--- config.mk ---
export PLATFORM = sky130hd
export DESIGN_NAME = ecc_dec_ctrl_flat
export DESIGN_NICKNAME = d
export VERILOG_FILES = /design/src/rtl/ecc_dec_ctrl_if.sv /design/src/rtl/ecc_dec_ctrl.sv /design/src/flat_wrapper.sv
export SDC_FILE = /design/constraint.sdc
export NUM_CORES = 1
export LEC_CHECK = 0
export ABC_AREA = 1
export BUFFER_PORTS_ARGS = -buffer_cell sky130_fd_sc_hd__clkbuf_2
export CAP_MARGIN = 30
export CORE_UTILIZATION = 35
export DETAILED_ROUTE_END_ITERATION = 10
export PLACE_DENSITY_LB_ADDON = 0.05
export SLEW_MARGIN = 25
export SYNTH_ARGS = -nofsm -noshare
export SYNTH_HDL_FRONTEND = slang
export SYNTH_SLANG_ARGS = --single-unit
--- constraint.sdc ---
create_clock -name clk -period 2.5 [get_ports clk]
set_input_delay 0.25 -clock clk [delete_from_list [all_inputs] [get_ports clk]]
set_output_delay 0.25 -clock clk [all_outputs]
set_load 0.01 [all_outputs]
--- src/rtl/ecc_dec_ctrl_if.sv ---
// Handshake bundle for the SEC-DED sequencing controller: word input side and
// decoded result side. The controller attaches through the slave modport.
interface ecc_dec_ctrl_if #(
   parameter int DATA_WIDTH = 32
);
   logic                      in_valid;
   logic                      in_ready;
   logic [DATA_WIDTH-1:0]     in_data;
   logic                      out_valid;
   logic                      out_ready;
   logic [DATA_WIDTH/2-1:0]   out_data;
   logic [DATA_WIDTH/8-1:0]   out_corr;
   logic [DATA_WIDTH/8-1:0]   out_err;

   modport master (
      output in_valid,
      output in_data,
      output out_ready,
      input  in_ready,
      input  out_valid,
      input  out_data,
      input  out_corr,
      input  out_err
   );

   modport slave (
      input  in_valid,
      input  in_data,
      input  out_ready,
      output in_ready,
      output out_valid,
      output out_data,
      output out_corr,
      output out_err
   );
endinterface

--- src/rtl/ecc_dec_ctrl.sv ---
// Sequencing controller sharing one 8-bit SEC-DED syndrome unit across the lanes
// of a word, one lane per cycle. Optional statistics counters: ECC_DEC_STATS_EN.
module ecc_dec_ctrl #(
   parameter int DATA_WIDTH = 32
) (
   input  logic          clk,
   input  logic          rst,
   ecc_dec_ctrl_if.slave bus,
   input  logic          cnt_clr,
   output logic [15:0]   corr_cnt,
   output logic [15:0]   derr_cnt
);
   localparam int N  = DATA_WIDTH / 8;
   localparam int LW = (N > 1) ? $clog2(N) : 1;

   typedef enum logic [1:0] {IDLE, DECODE, DONE} state_t;

   state_t                  state;
   state_t                  state_nxt;
   logic [DATA_WIDTH-1:0]   lane_buf;
   logic [LW-1:0]           lane_idx;
   logic                    last_lane;
   logic                    accept;
   logic [7:0]              cw;
   logic [3:0]              syn;
   logic [3:0]              nib;
   logic                    lane_corr;
   logic                    lane_derr;
   logic [DATA_WIDTH/2-1:0] data_q;
   logic [N-1:0]            corr_q;
   logic [N-1:0]            err_q;

   assign accept    = bus.in_valid && (state == IDLE);
   assign last_lane = (lane_idx == LW'(N - 1));

   always_comb begin
      cw = '0;
      for (int i = 0; i < N; i++) begin
         if (lane_idx == LW'(i)) begin
            cw = lane_buf[8*i +: 8];
         end
      end
   end

   // Only flips landing on c[7:4] change the nibble; check-bit hits just raise the flag.
   always_comb begin
      syn[3]    = ^cw;
      syn[2]    = cw[7] ^ cw[6] ^ cw[5] ^ cw[2];
      syn[1]    = cw[7] ^ cw[6] ^ cw[4] ^ cw[1];
      syn[0]    = cw[7] ^ cw[5] ^ cw[4] ^ cw[0];
      nib       = cw[7:4];
      lane_corr = 1'b0;
      lane_derr = 1'b0;
      if (syn[3]) begin
         lane_corr = 1'b1;
         case (syn[2:0])
            3'd7:    nib[3] = ~cw[7];
            3'd6:    nib[2] = ~cw[6];
            3'd5:    nib[1] = ~cw[5];
            3'd3:    nib[0] = ~cw[4];
            default: nib    = cw[7:4];
         endcase
      end else if (syn[2:0] != 3'd0) begin
         lane_derr = 1'b1;
      end
   end

   always_ff @(posedge clk or negedge rst) begin
      if (!rst) begin
         state <= IDLE;
      end else begin
         state <= state_nxt;
      end
   end

   always_comb begin
      state_nxt = state;
      case (state)
         IDLE:    if (bus.in_valid) state_nxt = DECODE;
         DECODE:  if (last_lane) state_nxt = DONE;
         DONE:    if (bus.out_ready) state_nxt = IDLE;
         default: state_nxt = IDLE;
      endcase
   end

   always_comb begin
      bus.in_ready  = (state == IDLE);
      bus.out_valid = (state == DONE);
   end

   // Results are written in place lane by lane and then simply held until the next accept.
   always_ff @(posedge clk or negedge rst) begin
      if (!rst) begin
         lane_buf <= '0;
         lane_idx <= '0;
         data_q   <= '0;
         corr_q   <= '0;
         err_q    <= '0;
      end else if (accept) begin
         lane_buf <= bus.in_data;
         lane_idx <= '0;
         corr_q   <= '0;
         err_q    <= '0;
      end else if (state == DECODE) begin
         for (int i = 0; i < N; i++) begin
            if (lane_idx == LW'(i)) begin
               data_q[4*i +: 4] <= nib;
               corr_q[i]        <= lane_corr;
               err_q[i]         <= lane_derr;
            end
         end
         lane_idx <= lane_idx + 1'b1;
      end
   end

   assign bus.out_data = data_q;
   assign bus.out_corr = corr_q;
   assign bus.out_err  = err_q;

`ifdef ECC_DEC_STATS_EN
   logic [15:0] corr_q16;
   logic [15:0] derr_q16;

   // Saturating counters; a clear takes priority over a same-cycle increment.
   always_ff @(posedge clk or negedge rst) begin
      if (!rst) begin
         corr_q16 <= '0;
         derr_q16 <= '0;
      end else if (cnt_clr) begin
         corr_q16 <= '0;
         derr_q16 <= '0;
      end else if (state == DECODE) begin
         if (lane_corr && (corr_q16 != 16'hFFFF)) begin
            corr_q16 <= corr_q16 + 16'd1;
         end
         if (lane_derr && (derr_q16 != 16'hFFFF)) begin
            derr_q16 <= derr_q16 + 16'd1;
         end
      end
   end

   assign corr_cnt = corr_q16;
   assign derr_cnt = derr_q16;
`else
   logic unused_cnt_clr;

   assign unused_cnt_clr = cnt_clr;
   assign corr_cnt       = 16'd0;
   assign derr_cnt       = 16'd0;
`endif
endmodule

--- src/flat_wrapper.sv ---
// flat-port wrapper written by rule: the top's interface ports become plain ports
module ecc_dec_ctrl_flat 
#(
   parameter int DATA_WIDTH = 32
)
  (clk, rst, cnt_clr, corr_cnt, derr_cnt, bus_in_valid, bus_in_data, bus_out_ready, bus_in_ready, bus_out_valid, bus_out_data, bus_out_corr, bus_out_err);
  ecc_dec_ctrl_if #(.DATA_WIDTH(DATA_WIDTH)) bus_i ();
  input  logic clk;
  input  logic rst;
  input  logic cnt_clr;
  output logic [15:0] corr_cnt;
  output logic [15:0] derr_cnt;
  input wire logic [$bits(bus_i.in_valid)-1:0] bus_in_valid;
  input wire logic [$bits(bus_i.in_data)-1:0] bus_in_data;
  input wire logic [$bits(bus_i.out_ready)-1:0] bus_out_ready;
  output wire logic [$bits(bus_i.in_ready)-1:0] bus_in_ready;
  output wire logic [$bits(bus_i.out_valid)-1:0] bus_out_valid;
  output wire logic [$bits(bus_i.out_data)-1:0] bus_out_data;
  output wire logic [$bits(bus_i.out_corr)-1:0] bus_out_corr;
  output wire logic [$bits(bus_i.out_err)-1:0] bus_out_err;
  assign bus_i.in_valid = bus_in_valid;
  assign bus_i.in_data = bus_in_data;
  assign bus_i.out_ready = bus_out_ready;
  assign bus_in_ready = bus_i.in_ready;
  assign bus_out_valid = bus_i.out_valid;
  assign bus_out_data = bus_i.out_data;
  assign bus_out_corr = bus_i.out_corr;
  assign bus_out_err = bus_i.out_err;
  ecc_dec_ctrl #(.DATA_WIDTH(DATA_WIDTH)) u_core (.clk(clk), .rst(rst), .bus(bus_i), .cnt_clr(cnt_clr), .corr_cnt(corr_cnt), .derr_cnt(derr_cnt));
endmodule
==> results of run 1 <==
path summary, 6_finish.rpt:
| kind | start | to | slack (ns) | cells after the start |
|---|---|---|---|---|
| max reg2reg | u_core.lane_idx[1]$_DFFE_PN0P_ | u_core.bus.out_data[1]$_DFFE_PN0P_ | 0.17 | 18 |
| max in group asynchronous | rst | u_core.bus.out_data[4]$_DFFE_PN0P_ | 1.37 | 3 |
| max | u_core.lane_idx[1]$_DFFE_PN0P_ | u_core.bus.out_data[1]$_DFFE_PN0P_ | 0.17 | 18 |
| min in group asynchronous | rst | u_core.lane_buf[6]$_DFFE_PN0P_ | 0.44 | 2 |
| min | bus_out_ready | u_core.state[1]$_DFFE_PN0P_ | 0.1 | 2 |
| min reg2reg | u_core.bus.out_data[3]$_DFFE_PN0P_ | u_core.bus.out_data[3]$_DFFE_PN0P_ | 0.48 | 2 |
cells by family (layout without fill, tap and decap cells):
family | after synthesis | in the layout | synth area share (%)
xor+xnor | 2 | 2 | 0.5178
simple gates | 288 | 288 | 34.99
fa+ha+maj | 4 | 4 | 1.479
buf+inv | 74 | 145 | 12.83
compound gates | 30 | 30 | 5.695
flops | 60 | 60 | 44.38
other cells | 1 | 32 | 0.1108
stage by stage:
step / TNS [ns] / setup slack (ns) / hold slack, ns
after floorplan: 0 / 0.3950 / -0.04559
after global placement: 0 / 0.03971 / 0.2518
after detailed placement: -0.04135 / -0.01620 / 0.2463
after CTS: 0 / 0.02526 / 0.08025
after global routing: -0.01506 / -0.008353 / 0.08309
final: 0 / 0.1670 / 0.09732
worst max-delay path: cells and delay by family (launching register included):
kind,cells,cell delay (ns)
adder cells (fa/ha/maj),1,0.19
buffers and inverters,4,0.46
flip-flops,1,0.46
AND/OR/NAND/NOR,13,1.16
synth_stat cells (2+ instances only):
master,count
nand2_1,228
dfrtp_1,60
buf_4,33
inv_1,26
nand3_1,25
nor2_1,16
a21oi_1,11
nand2_2,8
o21ai_0,7
clkbuf_1,6
ha_1,4
nor2_2,4
o21ai_1,4
buf_6,3
inv_2,3
nand4_1,3
a21oi_2,2
a21oi_4,2
inv_6,2
final cells by class:
| cell class | count | share of cell area (%) |
|---|---|---|
| Multi-Input combinational cell | 356 | 39.89 |
| Sequential cell | 60 | 34.49 |
| Timing Repair Buffer | 98 | 14.29 |
| Tap cell | 129 | 3.702 |
| Inverter | 31 | 3.070 |
| Clock buffer | 9 | 2.841 |
| Clock inverter | 7 | 1.722 |
sequential cells by signal, summed over array words and instances, names as in the netlist:
signal	flops
u_core.lane_idx	2
u_core.bus.out_corr	4
u_core.bus.out_data	16
u_core.state	2
u_core.bus.out_err	4
u_core.lane_buf	32
layer usage:
metal  wire [um]  global-route usage, %  vias up
met5           0                      0        -
met4         109                  6.020        0
met3         363                  2.925       10
met2        3722                  28.61       78
met1        3804                  22.73     1349
li1            -                      -     1545
timing repair:
action	CTS	global route
hold endpoints to repair	18	0
setup endpoints to repair	8	24
resized for setup	6	43
buffers inserted	0	7
pin swaps	0	19
hold buffers	1	0
==> impl_metrics.tcl, run 1 <==
set metrics [dict create \
    status "completed" \
    fmax_ghz 0.4286 \
    gp_congestion 0.7905 \
    dpl.hpwl_um 5901 \
    yosysTopAreaCellShare_pct 44.38 \
    drv_cap 0 \
    final_area_um2 4360 \
    clockBufferDepth 2 \
    required_ns 2.78 \
    overflow 0 \
    dieArea_um2 10060 \
    yosys.area.top_type "dfrtp_1" \
    seq_area_frac_synth_pct 44.38 \
    drv_slew 0 \
    die_w_um 100.3 \
    grt_pass1_wl_um 13380 \
    clkTransAtPathRegs_ns 0.07 \
    skew_ns 0.01110 \
    ys_top_cells_by_area "dfrtp_1 (44%), nand2_1 (25%), buf_4 (7.3%)" \
    cts.sinks 60 \
    wl_um 7999 \
    ys_types 31 \
    syn_to_final_growth_pct 28.88 \
    seqCellArea_um2 1504 \
    start_util_pct 36.44 \
    drc 0 \
    ys_async_sr_fraction_pct 100.0 \
    synthFlopType "dfrtp_1" \
    io_buffers 61 \
    syn_area_um2 3383 \
    drtPass1Iterations 4 \
    fin_nets 597 \
    finalSetupViolations 0 \
    hold_path_class "input port to flop" \
    finalCritPeriodShare_pct 93.32 \
    max_stage_delay_ns 0.46 \
    final_common_cell "nand2_1" \
    antenna_found_initial 0 \
    end_kind "flop" \
    dpl_cell_area_um2 3914 \
    vias_per_cell 4.322 \
    worstMarginPinSlew_ns 0.5164 \
    cp_slowest_cell "dfrtp_2" \
    cp_cell_sequence "buf_4, ha_4, buf_12, nor2_4, nand2_1, nand2_2, nand2_1, nand2_2, nand2_1, nand2_2, inv_1, nand2_2, nand2_4, inv_4, nand2_2, nand2_2, nand3_1, nand2_1" \
    vias 2982 \
    die_h_um 100.3 \
    layout_common_cells "nand2_1 (213), clkbuf_2 (61), dfrtp_1 (58)" \
    synth_edf_count 0 \
    syn_inst 459 \
    core-area_um2 9284 \
    multi_input_area_um2 1739 \
    grt_max_degree 37 \
    grt_pass1_vias 2790 \
    critPathLaunchType "flop" \
    cts_made_buffers 9 \
    grt_use_total_pct 17.24 \
    cts_tree "built" \
    slew_headroom_pct 65.57 \
    place_inst 666 \
    core.rowCount 35 \
    path_common_cell "nand2_2" \
    wl_per_cell_um 11.59 \
    yosys_warnings 0 \
    drtIter0Drc 89 \
    antenna_cells 0 \
    synth-seq-cells 60 \
    path_class "flop to flop" \
    fillers 987 \
    final_util_pct 46.97 \
    clk_latency_ns 0.34 \
    finalHoldViolCount 0 \
    h-tree-depth 3 \
    ios 95 \
    final_cells 690 \
    ant_nets 0 \
    syn_avg_cell_area_um2 7.371 \
    worst-path-max-fanout 8 \
    drive_gt1_share_pct 31.02 \
    cts-root-buf "clkbuf_8" \
    final.min_clock_period_ns 2.333 \
    critPathArrivalTime_ns 2.61 \
]
Power of run 1 is not shown: default switching activity piles up to over one toggle a cycle in this logic, so the estimate is an artifact.
==> run 2: changes to the inputs <==
--- a/config.mk
+++ b/config.mk
@@ -9,8 +9,10 @@
 export BUFFER_PORTS_ARGS = -buffer_cell sky130_fd_sc_hd__clkbuf_2
 export CAP_MARGIN = 30
 export CORE_UTILIZATION = 35
+export CTS_CLUSTER_SIZE = 10
 export DETAILED_ROUTE_END_ITERATION = 10
 export PLACE_DENSITY_LB_ADDON = 0.05
+export RECOVER_POWER = 25
 export SLEW_MARGIN = 25
 export SYNTH_ARGS = -nofsm -noshare
 export SYNTH_HDL_FRONTEND = slang
==> run 2 against run 1 <==
Critical path depth did not move. Cell area fell by 0.55%. Sequential share of layout area rose by 0.19 points. Core utilization fell by 0.26 points. Critical path type unchanged. Highest routed layer unchanged. Worst setup slack got worse by 0.0012 ns. Sequential cell count did not move. Die area did not move. Worst hold slack barely moved. Clock-buffer cell count did not move.
==> impl_metrics.tcl, run 2 (synthesis gave the netlist of run 1 again) <==
set metrics [dict create \
    status "completed" \
    clkTransAtPathRegs_ns 0.07 \
    cts_made_buffers 9 \
    wl_per_cell_um 11.65 \
    grt_use_met3_pct 2.925 \
    grt_pass1_vias 2790 \
    grt_max_degree 37 \
    dpl.hpwl_um 5901 \
    core-area_um2 9284 \
    clockBufferDepth 2 \
    wl_um 8037 \
    worst-path-max-fanout 8 \
    reg2reg_from "u_core.lane_idx[1]$_DFFE_PN0P_" \
    largest_register "u_core.lane_buf" \
    critPathArrivalTime_ns 2.61 \
    antenna_found_initial 0 \
    grt-busiest-layer "met2" \
    finalCritPeriodShare_pct 93.37 \
    hold_path_class "input port to flop" \
    gp_congestion 0.7905 \
    use_met1_pct 22.73 \
    hold_ws_ns 0.09736 \
    vias 2984 \
    reg2reg_depth 18 \
    die_w_um 100.3 \
    slew_headroom_pct 25.67 \
    h-tree-depth 3 \
    worstHoldStart "bus_out_ready" \
    layout_common_cells "nand2_1 (213), dfrtp_1 (58), clkbuf_2 (42)" \
    end_kind "flop" \
    io_buffers 61 \
    start_util_pct 36.44 \
    largest_register_ffs 32 \
    drc 0 \
    drive_gt1_share_pct 27.63 \
    finalSetupViolations 0 \
    cts-root-buf "clkbuf_8" \
    ant_nets 0 \
    skew_ns 0.01110 \
    grt_pass1_wl_um 13380 \
    path_class "flop to flop" \
    use_met2_pct 28.61 \
    whs_endpoint "u_core.state[1]$_DFFE_PN0P_" \
    final.min_clock_period_ns 2.334 \
    dieArea_um2 10060 \
    drv_slew 0 \
    antenna_cells 0 \
    core.rowCount 35 \
    final_common_cell "nand2_1" \
    ios 95 \
    clk_latency_ns 0.34 \
    finalHoldViolCount 0 \
    die_h_um 100.3 \
    fmax_ghz 0.4284 \
    drtPass1Iterations 4 \
    required_ns 2.78 \
    overflow 0 \
    cts.sinks 60 \
    vias_per_cell 4.325 \
    fin_nets 597 \
    hold_depth 2 \
    drtIter0Drc 97 \
    worstMarginPinSlew_ns 1.115 \
    cts_tree "built" \
    r2r_slack_ns 0.17 \
    reg2reg_to "u_core.bus.out_data[1]$_DFFE_PN0P_" \
    critPathLaunchType "flop" \
    grt_use_total_pct 17.24 \
    drv_cap 0 \
    syn_to_final_growth_pct 28.18 \
]
-- run 2: cell counts in the layout (fill, tap and decap cells not counted) --
No cell type changed its count.
-- run 2: what timing repair did --
| item | 4_1_cts | 5_1_grt |
|---|---|---|
| endpoints found under the setup margin | 8 | 24 |
| pin swaps | 0 | 19 |
| hold buffers | 1 | 0 |
| setup buffers | 0 | 7 |
| resized for setup | 6 | 43 |
| endpoints found under the hold margin | 18 | 0 |
-- run 2: worst max-delay path by stage --
| stage | cells past startpoint | end | start |
|---|---|---|---|
| after floorplan | 17 | u_core.bus.out_data[2]$_DFFE_PN0P_ | u_core.lane_idx[0]$_DFFE_PN0P_ |
| after global placement | 17 | u_core.bus.out_data[0]$_DFFE_PN0P_ | u_core.lane_idx[0]$_DFFE_PN0P_ |
| after detailed placement | 17 | u_core.bus.out_data[0]$_DFFE_PN0P_ | u_core.lane_idx[0]$_DFFE_PN0P_ |
| after CTS | 19 | u_core.bus.out_data[4]$_DFFE_PN0P_ | u_core.lane_idx[1]$_DFFE_PN0P_ |
| after global routing | 18 | u_core.bus.out_data[12]$_DFFE_PN0P_ | u_core.lane_idx[0]$_DFFE_PN0P_ |
| final | 18 | u_core.bus.out_data[1]$_DFFE_PN0P_ | u_core.lane_idx[1]$_DFFE_PN0P_ |
-- run 2: worst max-delay path, stage by stage (launching register included) --
cell and delay, ns:
dfrtp_2 0.46, buf_4 0.16, ha_4 0.19, buf_12 0.15, nor2_4 0.13, nand2_1 0.08, nand2_2 0.11, nand2_1 0.08
nand2_2 0.11, nand2_1 0.07, nand2_2 0.08, inv_1 0.05, nand2_2 0.07, nand2_4 0.10, inv_4 0.10, nand2_2 0.06
nand2_2 0.11, nand3_1 0.10, nand2_1 0.07
-- run 2: stage by stage --
step	TNS [ns]	utilization [%]	setup WS, ns	area [um^2]	std cells
finish	0	46.71	0.1658	4337	690
global route	-0.01506	46.71	-0.008353	4337	690
CTS	0	44.69	0.02526	4149	683
detailed placement	-0.04135	42.16	-0.01620	3914	666
global placement	0	42.16	0.03971	3914	666
floorplan	0	-	0.3950	3500	490
-- run 2: metal layers --
metal | part of all wire [%] | wire (um) | up-vias
met5 | 0 | 0 | -
met4 | 1.4 | 109 | 0
met2 | 46 | 3721 | 80
met1 | 48 | 3825 | 1349
li1 | - | - | 1545
met3 | 4.7 | 381 | 10
-- run 2: layout make-up --
class / count / area [um^2]
fillers: 993 / 4947
well taps: 129 / 161.4
clock buffers: 9 / 123.9
inverters: 31 / 133.9
repair buffers: 98 / 599.3
multi-input cells: 356 / 1739
clock inverters: 7 / 75.07
flip-flops and latches: 60 / 1504
Power of run 2 is left out for the same reason.
